`config.mk`:
```
export PLATFORM = sky130hd
export DESIGN_NAME = store_buffer_flat
export DESIGN_NICKNAME = d
export VERILOG_FILES = /design/src/rtl/store_buffer_pkg.sv /design/src/rtl/store_buffer_if.sv /design/src/rtl/store_buffer_match.sv /design/src/rtl/store_buffer.sv /design/src/flat_wrapper.sv
export SDC_FILE = /design/constraint.sdc
export NUM_CORES = 2
export LEC_CHECK = 0
export BUFFER_PORTS_ARGS = -buffer_cell sky130_fd_sc_hd__buf_2
export CAP_MARGIN = 20
export CORE_MARGIN = 3
export CORE_UTILIZATION = 35
export CTS_BUF_LIST = sky130_fd_sc_hd__clkbuf_2 sky130_fd_sc_hd__clkbuf_4 sky130_fd_sc_hd__clkbuf_8
export CTS_CLUSTER_SIZE = 20
export DETAILED_ROUTE_END_ITERATION = 6
export GPL_ROUTABILITY_DRIVEN = 0
export PLACE_DENSITY = 0.66
export SLEW_MARGIN = 10
export SYNTH_ARGS = -nofsm -noshare
export SYNTH_HDL_FRONTEND = slang
export SYNTH_SLANG_ARGS = --single-unit
```
`constraint.sdc`:
```
create_clock -name clk -period 6.3 [get_ports clk]
set_input_delay 0.63 -clock clk [delete_from_list [all_inputs] [get_ports clk]]
set_output_delay 0.63 -clock clk [all_outputs]
set_load 0.02 [all_outputs]
```
`src/rtl/store_buffer_pkg.sv`:
```
// sb_pkg: shared sizing and entry layout for the store buffer.
//   DEPTH  - number of buffered doubleword stores (power of two, >= 2)
//   ADDR_W - byte-address width
//   DATA_W - doubleword data width
//   PTR_W  - head/tail pointer width
//   sb_entry_t - one buffered store {valid, addr, data}
package sb_pkg;

  localparam int DEPTH  = 4;
  localparam int ADDR_W = 64;
  localparam int DATA_W = 64;
  localparam int PTR_W  = $clog2(DEPTH);

  typedef struct packed {
    logic              valid;
    logic [ADDR_W-1:0] addr;
    logic [DATA_W-1:0] data;
  } sb_entry_t;

endpackage

```
`src/rtl/store_buffer_if.sv`:
```
// store_buffer_if: pipeline-side and memory-side signals of the store buffer.
//   st_*    - store request from MEM stage (valid/addr/data, ready back)
//   ld_*    - load request (valid/addr) and result (data/hit/stall)
//   mem_*   - Data_memory port (write/read/addr/wdata out, rdata in)
//   empty   - no stores pending (fence support)
// Modports: slave = store buffer, master = pipeline + memory model.
interface store_buffer_if;
  import sb_pkg::*;

  logic              st_valid;
  logic [ADDR_W-1:0] st_addr;
  logic [DATA_W-1:0] st_data;
  logic              st_ready;
  logic              ld_valid;
  logic [ADDR_W-1:0] ld_addr;
  logic [DATA_W-1:0] ld_data;
  logic              ld_hit;
  logic              ld_stall;
  logic              mem_write;
  logic              mem_read;
  logic [ADDR_W-1:0] mem_addr;
  logic [DATA_W-1:0] mem_wdata;
  logic [DATA_W-1:0] mem_rdata;
  logic              empty;

  modport slave (
    input  st_valid, st_addr, st_data, ld_valid, ld_addr, mem_rdata,
    output st_ready, ld_data, ld_hit, ld_stall,
           mem_write, mem_read, mem_addr, mem_wdata, empty
  );

  modport master (
    output st_valid, st_addr, st_data, ld_valid, ld_addr, mem_rdata,
    input  st_ready, ld_data, ld_hit, ld_stall,
           mem_write, mem_read, mem_addr, mem_wdata, empty
  );

endinterface

```
`src/rtl/store_buffer_match.sv`:
```
// sb_match: compares a load address against every buffered store.
//   entries  - buffer contents (invalid entries never match)
//   head     - index of the oldest entry, used for age ordering
//   ld_addr  - load byte address
//   hit      - some valid entry has exactly the load address
//   conflict - some valid entry overlaps the load without matching exactly
//   fwd_data - data of the youngest exactly matching entry
module sb_match #(
  parameter  int DEPTH = sb_pkg::DEPTH,
  localparam int PTR_W = $clog2(DEPTH)
) (
  input  sb_pkg::sb_entry_t [DEPTH-1:0]   entries,
  input  logic [PTR_W-1:0]                head,
  input  logic [sb_pkg::ADDR_W-1:0]       ld_addr,
  output logic                            hit,
  output logic                            conflict,
  output logic [sb_pkg::DATA_W-1:0]       fwd_data
);

  // One extra bit so addr+8 near the top of the address space cannot wrap.
  localparam int AW1 = sb_pkg::ADDR_W + 1;

  logic [DEPTH-1:0] exact_s;
  logic [DEPTH-1:0] overlap_s;
  logic [AW1-1:0]   ld_lo_s;
  logic [AW1-1:0]   ld_hi_s;
  logic [PTR_W-1:0] idx_s;

  assign ld_lo_s = {1'b0, ld_addr};
  assign ld_hi_s = ld_lo_s + AW1'(8);

  // Per-entry exact and doubleword-overlap comparators.
  always_comb begin
    exact_s   = '0;
    overlap_s = '0;
    for (int i = 0; i < DEPTH; i++) begin
      exact_s[i]   = entries[i].valid && (entries[i].addr == ld_addr);
      overlap_s[i] = entries[i].valid &&
                     (ld_lo_s < ({1'b0, entries[i].addr} + AW1'(8))) &&
                     ({1'b0, entries[i].addr} < ld_hi_s);
    end
  end

  assign hit      = |exact_s;
  assign conflict = |(overlap_s & ~exact_s);

  // Walk oldest to youngest from head; later matches override earlier ones.
  always_comb begin
    fwd_data = '0;
    idx_s    = head;
    for (int i = 0; i < DEPTH; i++) begin
      idx_s    = head + PTR_W'(i);
      fwd_data = exact_s[idx_s] ? entries[idx_s].data : fwd_data;
    end
  end

endmodule

```
`src/rtl/store_buffer.sv`:
```
// store_buffer: four-entry in-order store buffer in front of Data_memory.
//   clk   - clock, all state on the rising edge
//   reset - synchronous active-high reset, discards pending stores
//   bus   - store_buffer_if.slave: store/load requests, memory port, empty
// Stores are accepted in one cycle and drained one per cycle whenever the
// memory port is not taken by a load that misses the buffer. Loads forward
// from the youngest exact match, stall on partial overlap, else go to memory.
module store_buffer #(
  parameter int DEPTH = sb_pkg::DEPTH
) (
  input  logic           clk,
  input  logic           reset,
  store_buffer_if.slave  bus
);

  localparam int PTR_W = $clog2(DEPTH);
  localparam int CNT_W = PTR_W + 1;

  sb_pkg::sb_entry_t [DEPTH-1:0] entries_r;
  logic [PTR_W-1:0]              head_r;
  logic [PTR_W-1:0]              tail_r;
  logic [CNT_W-1:0]              count_r;

  logic                          push_s;
  logic                          drain_s;
  logic                          ld_miss_s;
  logic                          hit_s;
  logic                          conflict_s;
  logic [sb_pkg::DATA_W-1:0]     fwd_data_s;

  // Matching sees only entries held before this edge, so a store pushed in
  // the same cycle is never forwarded.
  sb_match #(.DEPTH(DEPTH)) u_match (
    .entries  (entries_r),
    .head     (head_r),
    .ld_addr  (bus.ld_addr),
    .hit      (hit_s),
    .conflict (conflict_s),
    .fwd_data (fwd_data_s)
  );

  assign bus.st_ready = (count_r != CNT_W'(DEPTH));
  assign bus.empty    = (count_r == CNT_W'(0));

  // Push/drain decisions; a load that misses the buffer owns the memory port.
  always_comb begin
    push_s    = bus.st_valid && (count_r != CNT_W'(DEPTH));
    ld_miss_s = bus.ld_valid && !hit_s && !conflict_s;
    drain_s   = (count_r != CNT_W'(0)) && !ld_miss_s;
  end

  // Load result and memory port drive.
  always_comb begin
    bus.ld_data   = '0;
    bus.ld_hit    = 1'b0;
    bus.ld_stall  = 1'b0;
    bus.mem_read  = 1'b0;
    bus.mem_write = 1'b0;
    bus.mem_addr  = '0;
    bus.mem_wdata = '0;
    if (bus.ld_valid) begin
      if (conflict_s) begin
        bus.ld_stall = 1'b1;
      end else if (hit_s) begin
        bus.ld_hit  = 1'b1;
        bus.ld_data = fwd_data_s;
      end else begin
        bus.mem_read = 1'b1;
        bus.mem_addr = bus.ld_addr;
        bus.ld_data  = bus.mem_rdata;
      end
    end else begin
      bus.ld_data = '0;
    end
    // drain_s is never set together with a missing load, so mem_addr has
    // a single owner.
    if (drain_s) begin
      bus.mem_write = 1'b1;
      bus.mem_addr  = entries_r[head_r].addr;
      bus.mem_wdata = entries_r[head_r].data;
    end else begin
      bus.mem_write = 1'b0;
    end
  end

  // FIFO state: entries, head/tail pointers (wrap modulo DEPTH) and count.
  always_ff @(posedge clk) begin
    if (reset) begin
      entries_r <= '0;
      head_r    <= '0;
      tail_r    <= '0;
      count_r   <= '0;
    end else begin
      if (push_s) begin
        entries_r[tail_r] <= '{valid: 1'b1, addr: bus.st_addr, data: bus.st_data};
        tail_r            <= tail_r + PTR_W'(1);
      end
      if (drain_s) begin
        entries_r[head_r].valid <= 1'b0;
        head_r                  <= head_r + PTR_W'(1);
      end
      count_r <= count_r + CNT_W'(push_s) - CNT_W'(drain_s);
    end
  end

endmodule
```
`src/flat_wrapper.sv`:
```
// flat-port wrapper written by rule: the top's interface ports become plain ports
module store_buffer_flat 
#(
  parameter int DEPTH = sb_pkg::DEPTH
)
  (clk, reset, bus_st_valid, bus_st_addr, bus_st_data, bus_ld_valid, bus_ld_addr, bus_mem_rdata, bus_st_ready, bus_ld_data, bus_ld_hit, bus_ld_stall, bus_mem_write, bus_mem_read, bus_mem_addr, bus_mem_wdata, bus_empty);
  store_buffer_if bus_i ();
  input  logic clk;
  input  logic reset;
  input wire logic [$bits(bus_i.st_valid)-1:0] bus_st_valid;
  input wire logic [$bits(bus_i.st_addr)-1:0] bus_st_addr;
  input wire logic [$bits(bus_i.st_data)-1:0] bus_st_data;
  input wire logic [$bits(bus_i.ld_valid)-1:0] bus_ld_valid;
  input wire logic [$bits(bus_i.ld_addr)-1:0] bus_ld_addr;
  input wire logic [$bits(bus_i.mem_rdata)-1:0] bus_mem_rdata;
  output wire logic [$bits(bus_i.st_ready)-1:0] bus_st_ready;
  output wire logic [$bits(bus_i.ld_data)-1:0] bus_ld_data;
  output wire logic [$bits(bus_i.ld_hit)-1:0] bus_ld_hit;
  output wire logic [$bits(bus_i.ld_stall)-1:0] bus_ld_stall;
  output wire logic [$bits(bus_i.mem_write)-1:0] bus_mem_write;
  output wire logic [$bits(bus_i.mem_read)-1:0] bus_mem_read;
  output wire logic [$bits(bus_i.mem_addr)-1:0] bus_mem_addr;
  output wire logic [$bits(bus_i.mem_wdata)-1:0] bus_mem_wdata;
  output wire logic [$bits(bus_i.empty)-1:0] bus_empty;
  assign bus_i.st_valid = bus_st_valid;
  assign bus_i.st_addr = bus_st_addr;
  assign bus_i.st_data = bus_st_data;
  assign bus_i.ld_valid = bus_ld_valid;
  assign bus_i.ld_addr = bus_ld_addr;
  assign bus_i.mem_rdata = bus_mem_rdata;
  assign bus_st_ready = bus_i.st_ready;
  assign bus_ld_data = bus_i.ld_data;
  assign bus_ld_hit = bus_i.ld_hit;
  assign bus_ld_stall = bus_i.ld_stall;
  assign bus_mem_write = bus_i.mem_write;
  assign bus_mem_read = bus_i.mem_read;
  assign bus_mem_addr = bus_i.mem_addr;
  assign bus_mem_wdata = bus_i.mem_wdata;
  assign bus_empty = bus_i.empty;
  store_buffer #(.DEPTH(DEPTH)) u_core (.clk(clk), .reset(reset), .bus(bus_i));
endmodule
```
---- After elaboration in Yosys (flattened, before gate mapping) ----
Index checks and enable logic that the tools add are counted.
word-level totals
  memories kept ........................... 0
  output and inout port bits .............. 198
  latch bits .............................. 0
  logic and storage cells ................. 119
  RAM bits ................................ 0
  input bits .............................. 260
  register bits ........................... 523
  memory bits (read-only) ................. 0
operators by class
  equal/unequal tests ..................... 5
  $add $sub $neg .......................... 11
  reductions and logical operators ........ 25
  multiplexer cells ....................... 46
  shifts and indexed selects .............. 0
  divide/modulo/power cells ............... 0
  multiply operators ...................... 0
  order comparisons ....................... 15
  bitwise gates (word level) .............. 2
operator list
  cell                     number
  $mux W516                3
  $bmux W129 S2            4
  $bwmux W516              2
  $mux W64                 15
  $lt A64 B65 Y1           8
  $demux W129 S2           2
  $add A64 B4 Y65 const B  5
  $mux W129                2
  $eq A64 B64 Y1           4
  $mux W128                1
  $logic_and A1 B1 Y1      18
  $lt A2 B3 Y1 const B     5
  $mux W1                  13
  $bmux W1 S2              4
  $reduce_or A4 Y1         2
  $add A2 B1 Y2 const B    2
  $add A2 B2 Y2 const B    2
  $and A4 B4 Y4            1
  $ge A2 B1 Y1 const B     2
  $not A4 Y4               1
  $add A3 B1 Y3            1
  $logic_not A1 Y1         3
  $logic_not A3 Y1         1
  $ne A3 B3 Y1 const B     1
  other kinds (2)          2

---- Logic depth before layout (Yosys ltp) ----
  word-level depth ........................ 11
  mapped depth ............................ 29
  depth with buffers taken out ............ 26

---- Hierarchy ----
A second synthesis with hierarchy kept.
second synthesis, totals
  cell total of the unflattened synthesis .. 6010
  area, all modules ....................... 52296.4 µm²
by module, submodules not included
  module        sequential area each (µm²)  cells an instance  area an instance (µm²)  instances
  sb_match      0.0                         3581               26759.4                 1
  store_buffer  10470.0                     2429               25537.0                 1

---- Worst setup path after synthesis ----
OpenSTA, ideal clock, no wires.
  path type ............................... input to register
  start ................................... input bus_ld_addr[10]
  end ..................................... register u_core.count_r[2]
  setup slack ............................. 6 ps
  setup time .............................. 128 ps
  required time ........................... 6172 ps
  stages .................................. 28
  data arrival time ....................... 6166 ps
  cells stage by stage .................... buf_2 -> and4_1 -> nand4_2 -> nor3_1 -> and4_1 -> clkbuf_1 -> nand3_1 -> nor2_1 -> nand2_1 -> nor2_1 -> nand3_1 -> xnor2_1 -> ha_1 -> nand2_1 -> or3b_2 -> nand3_1 -> a41oi_1 -> a211oi_1 -> nor3_1 -> nor4_4 -> a31oi_4 -> buf_2 -> ha_1 -> inv_1 -> ha_1 -> fa_1 -> xnor2_1 -> nor2_1
between the ends
  word-level cells in the longest chain between the ends .. 10
  elaborated cells between the ends (all ways) .. 36
  those cells by class .................... 2 x add/sub; 8 x order compare; 4 x eq/ne; 2 x bitwise; 20 x reduce/logical
ends and longest elaborated chain
  what                                               line                                                text
  from (decl)                                        flat_wrapper.sv:14                                  input wire logic [$bits(bus_i.ld_addr)-1:0] bus_ld_addr;
  $add A64 B4 Y65 (tied with other cells)            store_buffer_match.sv:30                            assign ld_hi_s = ld_lo_s + AW1'(8);
  $lt A64 B65 Y1 (tied with other cells)             store_buffer_match.sv:40                            ({1'b0, entries[i].addr} < ld_hi_s);
  $logic_and A1 B1 Y1 or $not A4 Y4 (tied branches)  store_buffer_match.sv:39, store_buffer_match.sv:45
  $and A4 B4 Y4                                      store_buffer_match.sv:45                            assign conflict = |(overlap_s & ~exact_s);
  $reduce_or A4 Y1                                   store_buffer_match.sv:45
  $logic_not A1 Y1                                   store_buffer.sv:48                                  ld_miss_s = bus.ld_valid && !hit_s && !conflict_s;
  $logic_and A1 B1 Y1 (*)                            store_buffer.sv:48
  $logic_not A1 Y1 (*)                               store_buffer.sv:49                                  drain_s = (count_r != CNT_W'(0)) && !ld_miss_s;
  $logic_and A1 B1 Y1 (*)                            store_buffer.sv:49
  $sub A3 B1 Y3 (*)                                  store_buffer.sv:102                                 count_r <= count_r + CNT_W'(push_s) - CNT_W'(drain_s);
  to (signal assigned)                               store_buffer.sv:102
  to (decl)                                          store_buffer.sv:22                                  logic [CNT_W-1:0] count_r;
Mark *: on every way between the ends. The rest lies on a longest branch, timed or not.
A chain may end at the register's enable or synchronous reset.

==> results.sh <==
export IMPL_crit_arrival_ns=6.48
export IMPL_total_power_w=0.01630
export IMPL_setup_ws_ns=-0.8111
export IMPL_dp_slack_ns=-0.8594
export IMPL_leakagePower_nw=24.82
export IMPL_fp_dieW_um=380.1
export IMPL_tightest_slew_ns=1.188
export IMPL_synth_seq_cells=523
export IMPL_crit_path_start_kind="register"
export IMPL_clock_skew_ns=0.05209
export IMPL_clock_latency_ns=0.86
export IMPL_netlist_area_leader_share_pct=21.38
export IMPL_status="finished with violations"
export IMPL_finalCriticalPeriod_ns=7.111
export IMPL_synthFlopType="dfxtp_1"
export IMPL_root_buffer="clkbuf_8"
export IMPL_grt_use_met1_pct=37.54
export IMPL_clkTransAtPathRegs_ns=0.06
export IMPL_yosysTopAreaCell="dfxtp_1"
export IMPL_utilization_pct=44.56
export IMPL_ys_warn_count=0
export IMPL_antenna_found_initial=33
export IMPL_postSynthCellCount=6546
export IMPL_yosysMostFrequentCell="nand2_1"
export IMPL_ys_types=89
export IMPL_drt_wirelength_per_cell_um=26.15
export IMPL_synthesis_area_um2=48980
export IMPL_hold_violations=0
export IMPL_grt_ovfl_total=0
export IMPL_grt_util_met3_pct=11.01
export IMPL_setup_viol=198
export IMPL_yosysSeqAreaShare_pct=21.38
export IMPL_drv_slew=0
export IMPL_required_ns=5.67
export IMPL_clock_fmax_mhz=140.6
export IMPL_holdPathStages=3
export IMPL_fin_crit_sh_pct=112.9
export IMPL_grt_max_degree=182
export IMPL_vias_per_cell=6.075
export IMPL_wirelength_mm=244.7
export IMPL_postSynthNetCount=7330
export IMPL_worst_setup_path_end_kind="output pin"
export IMPL_final_nets=8176
export IMPL_synth_edf_count=0
export IMPL_finalInstanceArea_um2=61570
export IMPL_worst_r2r_endpoint="u_core.count_r[2]"
export IMPL_ir_worst_vdd_v=0.0003689
export IMPL_num_vias=56820
export IMPL_drtIter0Drc=7707
export IMPL_power_density_nw_per_um2=264.7
export IMPL_min_path_type="primary input to register"
export IMPL_clockBufferDepth=3
export IMPL_pin_count=458
export IMPL_top_usage_layer="met2"
export IMPL_firstDrtPassIters=7
export IMPL_die_area_um2=144500
export IMPL_initial_utilization_pct=35.45
export IMPL_port_buffers=457
export IMPL_fp_dieH_um=380.1
export IMPL_grt_pass1_vias=53970
export IMPL_ys_top_cells_by_count="nand2_1 (1,544), a21oi_1 (775), dfxtp_1 (523), ha_1 (523), clkbuf_1 (406)"
export IMPL_grtUsageTotal_pct=32.23
export IMPL_synth_area_leaders="dfxtp_1 (21%), ha_1 (13%), nand2_1 (12%), a21oi_1 (7.9%), xor2_1 (5.7%)"
export IMPL_post_synth_cell_area_avg_um2=7.482
export IMPL_cts_htree_levels=3
export IMPL_finalHoldWorstSlack_ns=0.06770
export IMPL_met2_usage_pct=49.55
export IMPL_relSlewSlack_pct=20.82
export IMPL_dp_hpwl_mm=177.4
export IMPL_cap_violations=0
export IMPL_grt_pass1_wl_mm=354.6
export IMPL_placed_area_um2=57070
export IMPL_hp_start="bus_st_data[42]"
export IMPL_drtAntennaViolNets=0
export IMPL_area_growth_pct=25.71
export IMPL_ff2ff_setup_slack_ns=-0.20
export IMPL_drive_gt1_share_pct=22.95
export IMPL_critPathKind="register to output pin"
export IMPL_row_count=136
export IMPL_async_flop_share_pct=0
export IMPL_crit_fanout=8
export IMPL_cts_sinks=523
export IMPL_violations="design-rule violations, negative setup slack"
export IMPL_cts_buffers=97
export IMPL_rsz0062_at_grt="true"
export IMPL_cts_tree="done"
export IMPL_r2r_cells=32
export IMPL_drc=88
export IMPL_core_area_um2=138200
==> layout make-up <==
| type | instances | area (um2) |
|---|---|---|
| Antenna cell | 21 | 52.55 |
| Clock buffer | 153 | 1956 |
| Clock inverter | 24 | 231.5 |
| Fill cell | 13760 | 76600 |
| Inverter | 132 | 498.0 |
| Multi-Input combinational cell | 5391 | 36670 |
| Sequential cell | 523 | 10490 |
| Tap cell | 1863 | 2331 |
| Timing Repair Buffer | 1247 | 9343 |
==> layer usage <==
layer,up-vias,share of wire [%]
met5,-,0.20
met4,30,8.5
met3,1191,13
met2,4018,43
met1,26650,36
li1,24930,-
==> timing repair <==
item / in CTS / in global routing
cloned: 4 / 0
pin swaps: 28 / 44
gates resized for setup: 199 / 148
endpoints found under the hold margin: 280 / 0
setup endpoints to repair: 198 / 199
hold buffers: 85 / 0
setup buffers: 14 / 14
==> worst max-delay path: stages (launching register included) <==
cell	delay [ns]
dfxtp_2	0.35
ha_4	0.15
nand3_4	0.07
nor2_4	0.11
and4_4	0.28
nand2_4	0.08
or4_4	0.48
buf_6	0.15
xor2_2	0.15
ha_1	0.33
nand4_1	0.22
nor3_1	0.09
a222oi_1	0.93
a31oi_1	0.18
buf_4	0.18
nor3_4	0.19
o2111a_1	0.25
o21a_1	0.20
nor4_4	0.07
buf_12	0.15
buf_12	0.13
a31oi_4	0.14
buf_12	0.15
buf_6	0.12
buf_16	0.16
and2_4	0.16
buf_6	0.11
==> logic make-up (layout without fill, tap and decap cells) <==
family                   Yosys count  after routing  share of synthesized area (%)
AND/OR/NAND/NOR                 2616           2616                          24.17
flip-flops                       523            523                          21.38
AO/OA/AOI/OAI                   1345           1345                          16.62
buffers and inverters            632           1556                          5.224
adder cells (fa/ha/maj)          524            524                          13.40
other                              0             21                              0
multiplexers                     391            391                          9.994
XOR/XNOR                         515            515                          9.210
==> how the worst max path moves through the flow <==
stage	depth (start not counted)	startpoint	slack (ns)	to
floorplan	28	bus_ld_addr[10]	0.006	u_core.count_r[2]
global placement	27	bus_ld_addr[12]	-0.69	u_core.count_r[2]
detailed placement	26	bus_ld_addr[21]	-0.86	u_core.count_r[2]
CTS	27	register	-0.81	bus_mem_wdata[14]
global route	28	register	-0.90	bus_mem_wdata[16]
finish	26	register	-0.81	bus_mem_wdata[16]
==> placed cells by master, fill, tap and decap left out, types with 13 or more instances in the layout <==
cell type,Yosys,routed
inv_1,123,121
o21ai_0,161,156
clkinv_2,0,13
diode_2,0,21
buf_6,4,46
mux4_2,64,64
dfxtp_1,523,515
xnor2_1,198,193
buf_4,15,755
nand4_1,168,168
clkbuf_4,0,24
nand3_1,151,145
buf_2,38,328
mux2i_1,194,189
buf_12,0,24
nand2b_1,23,23
dlygate4sd3_1,0,85
a211oi_1,33,27
nand2_1,1544,1538
and3_1,47,42
clkbuf_8,0,130
and2_4,0,32
a21oi_1,775,764
nor3b_1,64,64
nor2_1,263,256
nor4_1,88,84
ha_1,523,520
a221oi_1,22,19
and4_1,39,33
nor2b_1,30,26
xor2_1,317,316
o32ai_1,42,42
a21o_1,48,48
nor3_1,91,81
mux2_2,130,130
o211ai_1,80,80
a222oi_1,64,64
==> where the power goes <==
group	internal, W	total [W]	switching [W]	leakage [nW]
Combinational	0.00320	0.00857	0.00538	19.4
Sequential	0.00359	0.00395	0.000362	4.25
Clock	0.00207	0.00378	0.00171	1.15
Total	0.00885	0.0163	0.00745	24.8
==> per-stage QoR <==
step,instances,setup TNS [ns]
after global placement,9045,-112.56
after global routing,9341,-158.28
after detailed placement,9046,-150.23
final,9354,-133.26
after floorplan,6546,0
after CTS,9323,-129.44
Note: power is estimated with default switching activity, not from simulation.
